[src/rtl/adder_pkg.sv]
// ---------------------------------------------------------------
// adder_pkg: operation encoding and saturation constants for pipe_adder.
// Rev 1.0
// ---------------------------------------------------------------
`default_nettype none

package adder_pkg;

  typedef enum logic {
    ADD = 1'b0,
    SUB = 1'b1
  } op_e;

  localparam int MAX_WIDTH = 64;

  // Clamp value for a width-bit signed result: most negative when neg, else most positive.
  function automatic logic [MAX_WIDTH-1:0] sat_clamp(input logic neg, input int width);
    logic [MAX_WIDTH-1:0] msb_only;
    msb_only = 64'd1 << (width - 1);
    return neg ? msb_only : (msb_only - 64'd1);
  endfunction

endpackage

`default_nettype wire

[src/rtl/add_slice.sv]
// ---------------------------------------------------------------
// add_slice: W-bit combinational ripple adder with carry in/out.
// Rev 1.0
// ---------------------------------------------------------------
`default_nettype none

module add_slice #(
  parameter int W = 8
) (
  input  logic [W-1:0] a,
  input  logic [W-1:0] b,
  input  logic         cin,
  output logic [W-1:0] sum,
  output logic         cout
);

  assign {cout, sum} = {1'b0, a} + {1'b0, b} + {{W{1'b0}}, cin};

endmodule

`default_nettype wire

[src/rtl/pipe_adder.sv]
// ---------------------------------------------------------------
// pipe_adder: STAGES-deep carry-pipelined adder/subtractor, valid/ready.
// Build option PIPE_ADDER_SAT_EN adds signed saturation in the final stage.
// Rev 1.0
// ---------------------------------------------------------------
`default_nettype none

module pipe_adder
  import adder_pkg::*;
#(
  parameter int WIDTH  = 16,
  parameter int STAGES = 2
) (
  input  logic             clk,
  input  logic             rst_n,
  input  logic             in_valid,
  output logic             in_ready,
  input  logic [WIDTH-1:0] a,
  input  logic [WIDTH-1:0] b,
  input  logic             cin,
  input  op_e              op,
  input  logic             sat,
  output logic             out_valid,
  input  logic             out_ready,
  output logic [WIDTH-1:0] sum,
  output logic             cout,
  output logic             ovf,
  output logic             zero
);

  localparam int W    = WIDTH / STAGES;
  localparam int LAST = STAGES - 1;

  if ((WIDTH % STAGES) != 0 || WIDTH < 4 || WIDTH > 64 || STAGES < 1 || STAGES > 4) begin : g_bad_cfg
    $error("pipe_adder: illegal WIDTH/STAGES combination");
  end

  // Stage registers; a_q/b_q carry the not-yet-added upper slices forward (skew).
  logic [STAGES-1:0] vld;
  logic [STAGES-1:0] carry;
  logic [WIDTH-1:0]  a_q    [STAGES];
  logic [WIDTH-1:0]  b_q    [STAGES];
  logic [WIDTH-1:0]  psum_q [STAGES];
  logic              ovf_q;
  logic              zero_q;

  logic [STAGES-1:0] rdy;
  logic [STAGES-1:0] src_vld;
  logic [STAGES-1:0] src_cin;
  logic [STAGES-1:0] slc_cout;
  logic [WIDTH-1:0]  src_a    [STAGES];
  logic [WIDTH-1:0]  src_b    [STAGES];
  logic [WIDTH-1:0]  src_psum [STAGES];
  logic [WIDTH-1:0]  nxt_psum [STAGES];
  logic [W-1:0]      slc_sum  [STAGES];

`ifdef PIPE_ADDER_SAT_EN
  logic              sat_q   [STAGES];
  logic              src_sat [STAGES];
`else
  logic              unused_sat;
  assign unused_sat = sat;
`endif

  for (genvar k = 0; k < STAGES; k++) begin : g_stage
    if (k == 0) begin : g_src_in
      assign src_vld[k]  = in_valid;
      assign src_a[k]    = a;
      assign src_b[k]    = (op == SUB) ? ~b : b;
      assign src_cin[k]  = (op == SUB) ? 1'b1 : cin;
      assign src_psum[k] = '0;
`ifdef PIPE_ADDER_SAT_EN
      assign src_sat[k]  = sat;
`endif
    end else begin : g_src_prev
      assign src_vld[k]  = vld[k-1];
      assign src_a[k]    = a_q[k-1];
      assign src_b[k]    = b_q[k-1];
      assign src_cin[k]  = carry[k-1];
      assign src_psum[k] = psum_q[k-1];
`ifdef PIPE_ADDER_SAT_EN
      assign src_sat[k]  = sat_q[k-1];
`endif
    end

    add_slice #(.W(W)) u_slice (
      .a    (src_a[k][k*W +: W]),
      .b    (src_b[k][k*W +: W]),
      .cin  (src_cin[k]),
      .sum  (slc_sum[k]),
      .cout (slc_cout[k])
    );

    // Bits at and above slice k are still zero in src_psum, so OR-in is exact.
    assign nxt_psum[k] = src_psum[k] | (WIDTH'(slc_sum[k]) << (k * W));
  end

  // A stage can load if it, or any stage after it, has a hole, or the output retires.
  always_comb begin
    for (int k = 0; k < STAGES; k++) begin
      rdy[k] = out_ready;
      for (int j = k; j < STAGES; j++) begin
        if (!vld[j]) rdy[k] = 1'b1;
      end
    end
  end

  logic [WIDTH-1:0] raw_sum;
  logic [WIDTH-1:0] fin_sum;
  logic             fin_ovf;

  assign raw_sum = nxt_psum[LAST];
  assign fin_ovf = (src_a[LAST][WIDTH-1] == src_b[LAST][WIDTH-1]) &&
                   (raw_sum[WIDTH-1] != src_a[LAST][WIDTH-1]);

`ifdef PIPE_ADDER_SAT_EN
  assign fin_sum = (src_sat[LAST] && fin_ovf) ?
                   WIDTH'(sat_clamp(src_a[LAST][WIDTH-1], WIDTH)) : raw_sum;
`else
  assign fin_sum = raw_sum;
`endif

  always_ff @(posedge clk or negedge rst_n) begin
    if (!rst_n) begin
      vld    <= '0;
      carry  <= '0;
      ovf_q  <= 1'b0;
      zero_q <= 1'b0;
      for (int k = 0; k < STAGES; k++) begin
        a_q[k]    <= '0;
        b_q[k]    <= '0;
        psum_q[k] <= '0;
`ifdef PIPE_ADDER_SAT_EN
        sat_q[k]  <= 1'b0;
`endif
      end
    end else begin
      for (int k = 0; k < STAGES; k++) begin
        if (rdy[k]) begin
          vld[k] <= src_vld[k];
          if (src_vld[k]) begin
            a_q[k]    <= src_a[k];
            b_q[k]    <= src_b[k];
            carry[k]  <= slc_cout[k];
            psum_q[k] <= (k == LAST) ? fin_sum : nxt_psum[k];
`ifdef PIPE_ADDER_SAT_EN
            sat_q[k]  <= src_sat[k];
`endif
          end
        end
      end
      if (rdy[LAST] && src_vld[LAST]) begin
        ovf_q  <= fin_ovf;
        zero_q <= (fin_sum == '0);
      end
    end
  end

  assign in_ready  = rdy[0];
  assign out_valid = vld[LAST];
  assign sum       = psum_q[LAST];
  assign cout      = carry[LAST];
  assign ovf       = ovf_q;
  assign zero      = zero_q;

endmodule

`default_nettype wire

[config.mk]
export PLATFORM = sky130hd
export DESIGN_NAME = pipe_adder
export DESIGN_NICKNAME = d
export VERILOG_FILES = /design/src/rtl/adder_pkg.sv /design/src/rtl/add_slice.sv /design/src/rtl/pipe_adder.sv
export SDC_FILE = /design/constraint.sdc
export NUM_CORES = 1
export LEC_CHECK = 0
export BUFFER_PORTS_ARGS = -buffer_cell sky130_fd_sc_hd__buf_4
export CORE_MARGIN = 2
export CORE_UTILIZATION = 40
export CTS_BUF_LIST = sky130_fd_sc_hd__clkbuf_2
export DETAILED_ROUTE_END_ITERATION = 7
export PLACE_DENSITY_LB_ADDON = 0.15
export SYNTH_ARGS = -nofsm -noshare
export SYNTH_HDL_FRONTEND = slang
export SYNTH_SLANG_ARGS = --single-unit
[constraint.sdc]
create_clock -name clk -period 2.3 [get_ports clk]
set_clock_uncertainty 0.15 [all_clocks]
set_input_delay 0.23 -clock clk [delete_from_list [all_inputs] [get_ports clk]]
set_output_delay 0.23 -clock clk [all_outputs]
set_load 0.01 [all_outputs]
==> impl_metrics.csv <==
group,metric,value,unit
run_status,outcome,"complete, but fails checks",
run_status,violated_checks,"setup timing",
die,placeableCoreArea,5991,µm²
clocking,clock_latency,0.42,ns
power_and_ir_drop,irDropWorstVdd,381.8,µV
layout,design_area,3400,µm²
die,fp.dieH,83.25,µm
power_and_ir_drop,p_total,0.002668,W
synthesis,post_synth_inst_count,228,
synthesis,yosys_register_bits,46,
power_and_ir_drop,total_leakage_power,1.565,nW
critical_path,reg2reg_slack,-0.15,ns
timing,worst-slew-pin-transition,0.5622,ns
timing,holdWs,0.07797,ns
synthesis,synth_fp_nets,285,
flow_run,cap_viol_max_count,0,
critical_path,timing.critical_path.from_type,"flop",
clocking,htree_levels,2,
timing,final-hold-violation-count,0,
die,die_width,83.25,µm
global_routing,grt_antenna_before_repair,0,
critical_path,critPathSlowestCell,"dfrtp_1",
timing,setup_slack,-0.1536,ns
synthesis,synth_compound_area_frac,0.1315,
synthesis,post_synth_xor_area_fraction,0.09363,
timing,grt_setup_unrepaired,"true",
placed_design,placed_area,3142,µm²
placed_design,final_estimated_routing_congestion_in_global_placement,0.8324,
synthesis,top_reg_cell_synth,"dfrtp_1",
timing,post-route-min-period,2.454,ns
critical_path,cp_data_required_time,2.50,ns
synthesis,netlist_area,2512,µm²
die,die_area,6931,µm²
timing,fin_crit_sh,1.067,
routing,route.detailed.wl_per_inst,12.29,µm
routing,dr.first_iter.drc_count,50,
critical_path,crit_buf_inv,0,
clocking,clkTransAtPathRegs,0.22,ns
critical_path,cp.arrival,2.66,ns
critical_path,cpLargestDelayFamily,"adder cells",
synthesis,synth.top_cell.area_share,0.4582,
routing,wl,4.830,mm
synthesis,synth.top_cells.by_area,"dfrtp_1 (46%), mux2_2 (9.0%), ha_1 (7.0%)",
timing,timing.slew.headroom,0.6252,
clocking,clock_sinks,46,
synthesis,synthMuxAreaShare,0.08964,
timing,setup_viol,5,
synthesis,post-synth-top-area-cell,"dfrtp_1",
clocking,clock_tree_from_tritoncts,"done",
clocking,clockBufferDepth,2,
critical_path,path_common_cell,"fa_2",
layout,area_growth_syn_to_layout,35.31,%
synthesis,synth.yosys.seq_area_share,0.4582,
timing,finalSetupTns,-0.3835,ns
die,rows,28,
global_routing,first_pass_grt_wire_length,8.321,mm
critical_path,crit_chain,"fa_2, fa_2, or4_4, nor4_4, nand4_1, nor2_1, a31o_1",
synthesis,yosys.area_share.adder,0.1016,
critical_path,crit_path_max_fanout,2,
synthesis,synth-async-reset-ratio,1.000,
synthesis,synthDistinctLibCells,39,
clocking,number_of_buffers_created_by_cts,5,
die,initial_core_util,0.4194,
synthesis,post_synthesis_simple_gate_area_fraction,0.1056,
layout,net_count_final,374,
timing,final_max_slew_violation_count,0,
placed_design,number_of_buffers_added_on_ports,58,
synthesis,synth_top_family_by_area,"compound AO/OA/AOI/OAI gates",
synthesis,syn-mean-instance-area,11.02,µm²
global_routing,overflow,0,
global_routing,groute.usage.overall,0.1471,
routing,detailroute.via_count,1864,
die,ioPinCount,60,
critical_path,timing_worst_setup_path_type,"reg -> reg",
global_routing,first_global_vias,1845,
layout,final_util,0.5675,
layout,antenna_cells,0,
routing,drc_markers,0,
synthesis,yosys_warnings,0,
routing,number_of_iterations_in_the_first_detailed_routing_pass,4,
timing,clock.fmax,407.6,MHz
clocking,cts_root_buffer,"clkbuf_2",
routing,drt-vias-per-instance,4.743,
routing,drtAntennaViolNets,0,
power_and_ir_drop,pwr_density_cell,784.8,nW/µm²
global_routing,grt_start_max_net_pins,47,
critical_path,crit_path_max_incr_delay,0.45,ns
critical_path,endpoint_kind,"flop",
placed_design,dp.final_hpwl,3.680,mm
min_path,worst_hold_path_type,"in -> reg",
synthesis,synth_edf_count,0,
layout,layout-drive-gt1-share,0.3553,
-- flip-flops by register name, summed over array words and instances (netlist names) --
name    count
sum        16
a_q         8
b_q         8
psum_q      8
carry       2
vld         2
ovf         1
zero        1
-- timing repair --
| action | 4_1_cts | 5_1_grt |
|---|---|---|
| endpoints found under the hold margin | 66 | 0 |
| buffers inserted | 0 | 0 |
| cloned | 0 | 0 |
| endpoints found under the setup margin | 5 | 5 |
| pin swaps | 4 | 2 |
| hold buffers | 19 | 0 |
| gates resized for setup | 6 | 0 |
-- path summary, 6_finish.rpt --
| path | start | to | depth (start not counted) |
|---|---|---|---|
| worst max register to register | a_q[24]$_DFFE_PN0P_ | zero$_DFFE_PN0P_ | 7 |
| max in group asynchronous | rst_n | a_q[31]$_DFFE_PN0P_ | 2 |
| worst max-delay path | a_q[24]$_DFFE_PN0P_ | zero$_DFFE_PN0P_ | 7 |
| min in group asynchronous | rst_n | psum_q[23]$_DFFE_PN0P_ | 2 |
| worst min register to register | ovf$_DFFE_PN0P_ | ovf$_DFFE_PN0P_ | 2 |
| worst min-delay path | a[7] | carry[0]$_DFFE_PN0P_ | 4 |
-- worst register-to-register path, cell delays in order (launching register included) --
cell	delay [ns]
dfrtp_1	0.45
fa_2	0.41
fa_2	0.45
or4_4	0.44
nor4_4	0.15
nand4_1	0.12
nor2_1	0.10
a31o_1	0.14
-- final cells by class --
type                       instances  area (µm²)
clock buffer                       5       25.02
clock inverter                     3       20.02
fill                             521        2591
inverter                           4       15.01
multi-input combinational        170        1371
sequential                        46        1151
tap                               75       93.84
timing repair buffer              90       723.2
-- cells in the mapped netlist (2+ instances only) --
cell type and count:
nor2b_1 2, o31ai_1 2, fa_1 4, dfrtp_1 46, inv_1 4, buf_2 4
nand3_1 2, o21ai_0 26, and2_1 2, a211oi_1 2, xor2_1 13, or4_1 2
nand2_1 24, clkbuf_1 4, o21a_1 3, xnor2_1 12, a21oi_1 6, nor2_1 10
mux2_2 20, nand2b_1 7, a21o_1 2, ha_1 14
-- cells by family after synthesis --
family	Yosys count
buffers and inverters	12
xor gates and xnor gates	26
AOI/OAI and AO/OA	51
and+or+nand+nor	55
adders and majority gates	18
DFF	46
muxes	20
-- routing by layer --
layer  routed length (µm)  vias to the layer above  track usage
li1                     -                      977            -
met1                 2401                      844       0.2058
met2                 2182                       39       0.2221
met3                  197                        4      0.03777
met4                   48                        0      0.04918
met5                    0                        -            0
-- placed cells by master, fill, tap and decap left out, types with 2 or more instances in the layout --
master | netlist | routed
xnor2_1 | 12 | 11
and2_1 | 2 | 2
o21a_1 | 3 | 3
o21ai_0 | 26 | 23
dfrtp_1 | 46 | 46
o21ai_1 | 0 | 3
nor2_1 | 10 | 10
xor2_1 | 13 | 13
nand2_1 | 24 | 24
ha_1 | 14 | 14
dlygate4sd3_1 | 0 | 19
a21o_1 | 2 | 2
nand3_1 | 2 | 2
a211oi_2 | 1 | 2
a21oi_2 | 0 | 2
nor2b_1 | 2 | 2
o31ai_1 | 2 | 2
nand2b_1 | 7 | 7
buf_4 | 0 | 71
inv_1 | 4 | 4
mux2_2 | 20 | 20
clkbuf_2 | 0 | 5
fa_2 | 0 | 4
a21oi_1 | 6 | 4
-- metrics by stage --
stage / setup slack [ns] / instances
2_1_floorplan: -0.05588 / 228
3_3_place_gp: -0.1401 / 366
3_5_place_dp: -0.1767 / 366
4_1_cts: -0.1760 / 393
5_1_grt: -0.2393 / 393
6_report: -0.1536 / 393
-- where the power goes --
part           total [W]  leakage, nW  switching [W]  internal, W
clock network   0.000341       0.0270       0.000265    0.0000753
registers        0.00119        0.554       0.000157      0.00103
logic            0.00114        0.984       0.000508     0.000630
Power figures use the tool's default switching activity.
